--- src/rtl/serial_cmp_pkg.sv ---
// serial_cmp_pkg: shared state encoding and default width for the serial compare feeder.
package serial_cmp_pkg;
    localparam int SERIAL_CMP_WIDTH = 8;
    typedef enum logic [1:0] {
        IDLE    = 2'b00,
        CLEAR   = 2'b01,
        SHIFT   = 2'b10,
        CAPTURE = 2'b11
    } state_e;
endpackage

--- src/rtl/piso_shift_reg.sv ---
// piso_shift_reg: parallel-load, right-shifting register presenting its LSB on q.
module piso_shift_reg #(
    parameter int WIDTH = 8
) (
    input  logic             clk,
    input  logic             reset,
    input  logic             load,
    input  logic             shift,
    input  logic [WIDTH-1:0] d,
    output logic             q
);
    logic [WIDTH-1:0] sh_q;
    always_ff @(posedge clk or negedge reset)
        if (!reset) sh_q <= '0;
        else if (load) sh_q <= d;
        else if (shift) sh_q <= {1'b0, sh_q[WIDTH-1:1]};
    assign q = sh_q[0];
endmodule

--- src/rtl/serial_compare_feeder.sv ---
// serial_compare_feeder: streams two operands LSB-first into a bit-serial comparator
// and registers its final greater/equal/less verdict.
module serial_compare_feeder
    import serial_cmp_pkg::*;
#(
    parameter int WIDTH = SERIAL_CMP_WIDTH
) (
    input  logic             clk,
    input  logic             reset,
    input  logic             start,
    input  logic [WIDTH-1:0] op_a,
    input  logic [WIDTH-1:0] op_b,
    output logic             busy,
    output logic             ser_a,
    output logic             ser_b,
    output logic             cmp_clear,
    input  logic             cmp_greater,
    input  logic             cmp_equal,
    input  logic             cmp_less,
    output logic             res_valid,
    output logic             res_greater,
    output logic             res_equal,
    output logic             res_less
);
    localparam int CNT_W = $clog2(WIDTH);
    localparam logic [CNT_W-1:0] LAST = CNT_W'(WIDTH - 1);
    state_e           state_q;
    logic [CNT_W-1:0] cnt_q;
    logic             busy_q, ser_a_q, ser_b_q, clear_q;
    logic             res_valid_q, res_greater_q, res_equal_q, res_less_q;
    logic             load, shift, sh_a, sh_b;
    assign load  = (state_q == IDLE) && start;
    // Shifting already in CLEAR means the register's LSB is always one bit ahead of ser_*
    assign shift = (state_q == CLEAR) || (state_q == SHIFT);
    piso_shift_reg #(.WIDTH(WIDTH)) u_sh_a (
        .clk(clk), .reset(reset), .load(load), .shift(shift), .d(op_a), .q(sh_a)
    );
    piso_shift_reg #(.WIDTH(WIDTH)) u_sh_b (
        .clk(clk), .reset(reset), .load(load), .shift(shift), .d(op_b), .q(sh_b)
    );
    always_ff @(posedge clk or negedge reset) begin
        if (!reset) begin
            state_q       <= IDLE;
            cnt_q         <= '0;
            busy_q        <= 1'b0;
            ser_a_q       <= 1'b0;
            ser_b_q       <= 1'b0;
            clear_q       <= 1'b1;
            res_valid_q   <= 1'b0;
            res_greater_q <= 1'b0;
            res_equal_q   <= 1'b0;
            res_less_q    <= 1'b0;
        end else begin
            res_valid_q <= 1'b0;
            case (state_q)
                IDLE: if (start) begin
                    state_q <= CLEAR;
                    cnt_q   <= '0;
                    busy_q  <= 1'b1;
                end
                CLEAR: begin
                    state_q <= SHIFT;
                    clear_q <= 1'b0;
                    ser_a_q <= sh_a;
                    ser_b_q <= sh_b;
                end
                SHIFT: begin
                    cnt_q   <= cnt_q + 1'b1;
                    state_q <= (cnt_q == LAST) ? CAPTURE : SHIFT;
                    ser_a_q <= (cnt_q == LAST) ? 1'b0 : sh_a;
                    ser_b_q <= (cnt_q == LAST) ? 1'b0 : sh_b;
                end
                CAPTURE: begin
                    state_q       <= IDLE;
                    busy_q        <= 1'b0;
                    clear_q       <= 1'b1;
                    res_valid_q   <= 1'b1;
                    res_greater_q <= cmp_greater;
                    res_equal_q   <= cmp_equal;
                    res_less_q    <= cmp_less;
                end
            endcase
        end
    end
    assign busy        = busy_q;
    assign ser_a       = ser_a_q;
    assign ser_b       = ser_b_q;
    assign cmp_clear   = clear_q;
    assign res_valid   = res_valid_q;
    assign res_greater = res_greater_q;
    assign res_equal   = res_equal_q;
    assign res_less    = res_less_q;
endmodule

--- config.mk ---
export PLATFORM = sky130hd
export DESIGN_NAME = serial_compare_feeder
export DESIGN_NICKNAME = d
export VERILOG_FILES = /design/src/rtl/serial_cmp_pkg.sv /design/src/rtl/piso_shift_reg.sv /design/src/rtl/serial_compare_feeder.sv
export SDC_FILE = /design/constraint.sdc
export NUM_CORES = 1
export LEC_CHECK = 0
export CELL_PAD_IN_SITES_DETAIL_PLACEMENT = 0
export CELL_PAD_IN_SITES_GLOBAL_PLACEMENT = 1
export CORE_MARGIN = 2
export CORE_UTILIZATION = 41
export DETAILED_ROUTE_END_ITERATION = 8
export PLACE_DENSITY_LB_ADDON = 0.1
export SLEW_MARGIN = 40
export SYNTH_ARGS = -nofsm -noshare
export SYNTH_HDL_FRONTEND = slang
export SYNTH_HIERARCHICAL = 1
export SYNTH_SLANG_ARGS = --single-unit
export TNS_END_PERCENT = 100
--- constraint.sdc ---
create_clock -name clk -period 3.75 [get_ports clk]
set_clock_uncertainty 0.15 [all_clocks]
set_input_delay 0.375 -clock clk [delete_from_list [all_inputs] [get_ports clk]]
set_output_delay 0.375 -clock clk [all_outputs]
set_load 0.05 [all_outputs]
==> summary.md <==
| Metric | Value |
|---|---|
| Die area | `between 3000 and 4000 µm²` |
| Worst path depth | `1` |
| Synthesis-to-finish area growth | `27.6%` |
| Clock Path Buffers | `2` |
| Netlist cell types | `17` |
| Setup crit end | `cmp_clear` |
| Via count | `~900` |
| Flops & latches, synth | `29` |
| Critical-path top delay cell | `clkdlybuf4s50_1` |
| Initial antenna violation count | `0` |
| Worst Path Max Fanout | `2` |
| Crit end category | `output port` |
| # Post-CTS Setup Buffers | `0` |
| Actual slew at the worst max-slew pin | `553 ps` |
| H-tree depth | `2` |
| Share of layout cells above drive strength 1 | `under 10%` |
| Netlist Area Pre-Place | `1310 µm²` |
| Dpl hpwl | `roughly 1.5 mm` |
| # nets final | `177` |
| Final WL | `2.25 mm` |
| Period utilisation layout | `58.4%` |
| Cell Int Power | `846 µW` |
| CP startpoint | `cmp_clear$_DFFE_PN1P_` |
| Crit Path Class | `register to output port` |
| Largest net degree at the start of global routing | `34` |
| # rows | `20` |
| Post-route DRC | `0` |
| Sequential share of power | `37.5%` |
| Crit path arrival time | `around 1700 ps` |
| Crit path cell chain | `clkdlybuf4s50_1` |
| CTS clk-pin slew, worst paths | `approximately 90 ps` |
| Worst reg2reg setup slack | `1960 ps` |
| GRT overflow | `0` |
| Core Box Area | `roughly 3100 µm²` |
| Fin. Hold Viols | `0` |
| Switching pwr | `about 600 µW` |
| DRT iter0 DRCs | `51` |
| Clock Latency Late Sink | `between 300 and 400 ps` |
| Num CTS Buffers | `5` |
| CP Buf/Inv Count | `1` |
| Drt first pass iters | `4` |
| Crit path max-delay family | `buffers and inverters` |
| FMAX | `457 MHz` |
| Critical Path Max Stage Delay | `800 ps` |
| R2r endpoint | `u_sh_b/sh_q[7]$_DFFE_PN0P_` |
| Setup TNS | `0 ps` |
| Global-route wire length before repair | `3.79 mm` |
| Quantity of hold-fixing buffers added after cts | `0` |
| Via/cell ratio | `4.65` |
| Num ports | `30` |
| Seq/Total Area, Yosys | `55.4%` |
| Synth warn | `6` |
| Rel. slew slack | `approximately 63%` |
| Post-Syn Nets | `between 100 and 150` |
| Port buffer count | `29` |
| GRT Total Usage | `14.6%` |
| Inserted Diodes | `0` |
| Tmin final | `between 2000 and 2500 ps` |
| Final Util | `about 55%` |
| Die X | `~60 µm` |
| Syn Inst Count | `around 120` |
| Maximum VDD drop | `between 0.5 and 0.6 mV` |
| # Max-Cap Violations | `0` |
| Routability congestion estimate | `0.738` |
| Vias in the first global route | `about 860` |
| Post-CTS sizing | `0` |
| Worst EP required | `3220 ps` |
| Gate power share | `between 50% and 60%` |
| Mean area per synthesized cell | `11.3 µm²` |
| Sw Share | `41.5%` |
| Initial Utilization | `43.0%` |
| RSZ-0062 raised after global routing | `no` |
| CTS tree | `built` |
| Root Buffer Master | `clkbuf_4` |
| Lkg Pwr | `approximately 0.00076 µW` |
| Wire length per cell | `11.6 µm` |
| Commonest non-fill, non-tap cell in the layout | `clkdlybuf4s50_1` |
| Setup violators final | `0` |
| Status | `completed` |
| Slew Limit Fails | `0` |
| Min-delay worst type | `primary input to asynchronous set/reset pin` |
| PD cells | `~860 nW/µm²` |
| RR Startpoint | `state_q[0]$_DFFE_PN0P_` |
| Sink Count | `29` |
| Die Y | `between 60 and 70 µm` |
| Post-route antenna net violation count | `0` |
| Clk pwr share | `between 10% and 20%` |
| Commonest non-fill, non-tap cells in the layout | `29 x clkdlybuf4s50_1, 28 x dfrtp_1, 20 x nand2_1` |
| Critical path launch point type | `register` |
| Worst Reg-to-Reg Cells | `5` |
## stage by stage
stage               hold slack, ps  cells  power, µW  worst slack [ps]  cell area (µm²)
finish                         278    194       1450              1560             1670
detailed placement             338    186       1290              1750             1620
global placement               330    186       1260              1790             1620
floorplan                    -70.6    116       1130              2270             1310
CTS                            284    194       1470              1540             1670
global route                   281    194       1570              1510             1670
## synth_stat cells
| library cell | count | area share [%] |
|---|---|---|
| a32o_1 | 2 | 1.5 |
| and2_2 | 1 | 0.57 |
| o22ai_1 | 1 | 0.48 |
| mux2i_1 | 15 | 11 |
| dfstp_2 | 1 | 2.0 |
| nand3_1 | 2 | 0.76 |
| a21o_1 | 1 | 0.57 |
| nand2_1 | 20 | 5.7 |
| ha_1 | 6 | 5.7 |
| dfrtp_1 | 28 | 53 |
| nand2b_1 | 3 | 1.4 |
| inv_1 | 6 | 1.7 |
| o21ai_0 | 8 | 3.1 |
| mux2_2 | 3 | 2.6 |
| nor2_1 | 1 | 0.29 |
| o21ai_1 | 14 | 5.3 |
| buf_6 | 4 | 3.4 |
## routing by layer
layer,up-vias,part of all wire (%),global-route usage [%]
met2,29,44,22.0
met1,406,48,17.9
met4,0,1.5,6.52
li1,464,-,-
met5,-,0,0
met3,4,7.1,7.04
## registers in the layout (all words and copies together), names as in the netlist
signal       flops
ser_b            1
u_sh_b/sh_q      8
res_less         1
u_sh_a/sh_q      8
cmp_clear        1
res_equal        1
busy             1
ser_a            1
res_valid        1
state_q          2
res_greater      1
cnt_q            3
## worst min path at each step
| stage | start | endpoint | slack [ps] | cells after the start |
|---|---|---|---|---|
| 2_1_floorplan | reset | busy$_DFFE_PN0P_ | -70 | 0 |
| 3_3_place_gp | cnt_q[2]$_DFFE_PN0P_ | cnt_q[2]$_DFFE_PN0P_ | 330 | 1 |
| 3_5_place_dp | cnt_q[2]$_DFFE_PN0P_ | cnt_q[2]$_DFFE_PN0P_ | 340 | 1 |
| 4_1_cts | reset | u_sh_b/sh_q[0]$_DFFE_PN0P_ | 280 | 2 |
| 5_1_grt | reset | busy$_DFFE_PN0P_ | 280 | 2 |
| 6_report | reset | busy$_DFFE_PN0P_ | 280 | 2 |
## area by class of cell
cell class	count	area [µm²]
Fill cell	294	1380
Timing Repair Buffer	30	298
Clock inverter	2	10.0
Multi-Input combinational cell	77	520
Inverter	6	22.5
Sequential cell	29	727
Clock buffer	6	41.3
Tap cell	44	55.1
## cells by family (layout without fill, tap and decap cells)
group | Yosys count | count (layout) | share of synthesized area, %
flip-flops | 29 | 29 | 55.4
AND/OR/NAND/NOR | 27 | 27 | 8.77
AO/OA/AOI/OAI | 26 | 26 | 11.0
multiplexers | 18 | 18 | 14.0
buffers and inverters | 10 | 44 | 5.15
adder cells (fa/ha/maj) | 6 | 6 | 5.72
## power groups by stage
stage          Combinational (µW)  Sequential [µW]  Clock, µW
2_1_floorplan                 466              669          0
3_3_place_gp                  720              542          0
3_5_place_dp                  738              548          0
4_1_cts                       739              544        184
5_1_grt                       803              560        203
6_report                      729              542        175
(Power assumes the default switching activity.)
==> patch: new RTL, config.mk and constraints unchanged <==
Put one more register stage on the output `ser_b`, cleared by the reset. The value now appears one clock later. The other outputs are not delayed to match.
--- a/src/rtl/serial_compare_feeder.sv
+++ b/src/rtl/serial_compare_feeder.sv
@@ -85,5 +85,11 @@
     assign busy        = busy_q;
     assign ser_a       = ser_a_q;
-    assign ser_b       = ser_b_q;
+    always_ff @(posedge clk or negedge reset) begin
+        if (!reset) begin
+            ser_b <= '0;
+        end else begin
+            ser_b <= ser_b_q;
+        end
+    end
     assign cmp_clear   = clear_q;
     assign res_valid   = res_valid_q;
Formal check against the unedited RTL: not equivalent (a bounded check fails within 4 cycles, from zero or initial values and one cycle with reset low).
==> patch against the unedited design <==
  * Sequential cell count is 1 higher
  * Global-route usage down 0.16 points
  * Setup slack lost 0.0073 ns
  * Design area is 2.9% higher
  * First-iteration DRC count rose by 35%
  * Die area rose by 2.6%
  * Non-clock buffer count did not move
  * Count of clock-buffer cells in the layout unchanged
  * Routed wire length increased by 5.7%
  * Total power is 3.2% higher
  * Area after synthesis up 2.8%
  * Fmax down 0.33%
  * Critical path type unchanged
  * Critical endpoint unchanged
  * Largest cell class unchanged
  * Largest power group unchanged
==> patch: results <==
group,metric,value,unit
logic_synthesis,ys.flop_type,"dfrtp_1",
placement,io_buffers,29,
sta,finalMaxSlewViolations,0,
hold_path,hp-class,"register to register",
detailed_routing,dr.pass1.iters,4,
cells_and_area,diodes,0,
critical_path,cp_slowest_cell,"clkdlybuf4s50_1",
clock_network,cts.path.max_buffers,2,
critical_path,r2r_end,"u_sh_b/sh_q[7]$_DFFE_PN0P_",
critical_path,cp.arrival,1.67,ns
sta,hold_slack,0.2485,ns
logic_synthesis,syn_nets,145,
power,ir_drop,384.6,uV
logic_synthesis,yosys_warnings,6,
logic_synthesis,ys_seq_area_share,55.75,%
global_route,grt-ovfl-total,0,
critical_path,slowest_delay,0.79,ns
detailed_routing,viasPerCell,4.677,
critical_path,ff2ff_path_depth,5,
detailed_routing,wl_per_cell,12.19,um
cells_and_area,nets,178,
global_route,grt_pass1_wl,3746,um
global_route,grt_pass1_vias,838,
critical_path,rr_startpoint,"state_q[1]$_DFFE_PN0P_",
sta,slew_headroom,65.48,%
clock_network,clk_latency,0.33,ns
global_route,antenna_found_initial,0,
logic_synthesis,ys_types,17,
power,p_leak,0.7912,nW
global_route,grt_start_max_net_pins,33,
critical_path,critPathTopFamily,"buffers and inverters",
outcome,status,"completed",
placement,pre_cts_slack,1.768,ns
hold_path,hp-start,"ser_b_q$_DFFE_PN0P_",
cells_and_area,drive_gt1_share,9.934,%
logic_synthesis,synth.area.top_cells,"dfrtp_1, mux2i_1, o21ai_1",
clock_network,cts_resized,0,
detailed_routing,drtIter0Drc,69,
critical_path,crit_fanout,2,
hold_path,worstHoldEndpoint,"ser_b$_DFF_PN0_",
clock_network,root_buffer,"clkbuf_4",
logic_synthesis,synthArstFlopShare,100.0,%
placement,finalWeightedCongestion,0.6950,
clock_network,clk_pin_slew,0.09,ns
placement,hpwl,1622,um
clock_network,cts_max_level,2,
clock_network,cts_setup_buffers,0,
cells_and_area,top_regs,"u_sh_a/sh_q x8, u_sh_b/sh_q x8, cnt_q x3",
clock_network,cts_buffers,5,
cells_and_area,fill_cells,309,
critical_path,rrSetupSlack,1.98,ns
logic_synthesis,synth_common_cells,"dfrtp_1, nand2_1, mux2i_1, o21ai_1",
global_route,grt_use_total,14.46,%
hold_path,holdPathStages,0,
patch: cell count changes in the layout (fill, tap and decap cells not counted), moves of 2 or more:
cell and delta:
a32o_1 -2, o21ai_0 -2, a32o_2 +2, mux2_2 -2, mux2_1 +2, o21ai_1 +2
patch: layout make-up:
type	count	share of cell area (%)
tap	44	3.195
sequential	30	43.65
clock inverter	2	0.7262
timing repair buffer	30	17.28
inverter	6	1.307
multi-input combinational	77	30.86
clock buffer	6	2.977
patch: cells by family after synthesis:
group,Yosys count,synth area share (%)
compound gates,26,11.04
simple gates,26,8.256
buf+inv,10,5.009
flops,30,55.75
mux,19,14.38
fa+ha+maj,6,5.566
patch: per-layer routing:
metal / vias up / wire, um / share of wire (%) / track usage, %
li1: 467 / - / - / -
met1: 409 / 1064 / 45 / 16.42
met2: 30 / 1072 / 45 / 23.25
met3: 6 / 195 / 8.2 / 6.303
met4: 0 / 46 / 1.9 / 7.295
met5: - / 0 / 0 / 0
patch: how the worst max path moves through the flow:
stage / from / endpoint / slack, ns / depth (start not counted)
after floorplan: state_q[0]$_DFFE_PN0P_ / u_sh_a/sh_q[0]$_DFFE_PN0P_ / 2.27 / 5
after global placement: state_q[0]$_DFFE_PN0P_ / u_sh_b/sh_q[2]$_DFFE_PN0P_ / 1.78 / 4
after detailed placement: start / u_sh_b/sh_q[7]$_DFFE_PN0P_ / 1.77 / 4
after CTS: cmp_clear$_DFFE_PN1P_ / cmp_clear / 1.53 / 1
after global routing: cmp_clear$_DFFE_PN1P_ / cmp_clear / 1.50 / 1
final: cmp_clear$_DFFE_PN1P_ / cmp_clear / 1.55 / 1
patch: where the power goes:
part / total [mW] / leakage, nW / internal, mW / switching (mW)
sequential: 0.555 / 0.373 / 0.477 / 0.0776
combinational: 0.731 / 0.384 / 0.312 / 0.420
clock: 0.206 / 0.0343 / 0.0900 / 0.116
total: 1.49 / 0.791 / 0.879 / 0.613
patch: per-stage QoR:
step	area, um^2	instances	utilization [%]	total power, mW
floorplan	1349	117	-	1.148
global route	1723	195	55.52	1.609
CTS	1723	195	55.52	1.514
global placement	1657	187	53.39	1.273
finish	1723	195	55.52	1.492
detailed placement	1659	187	53.47	1.301
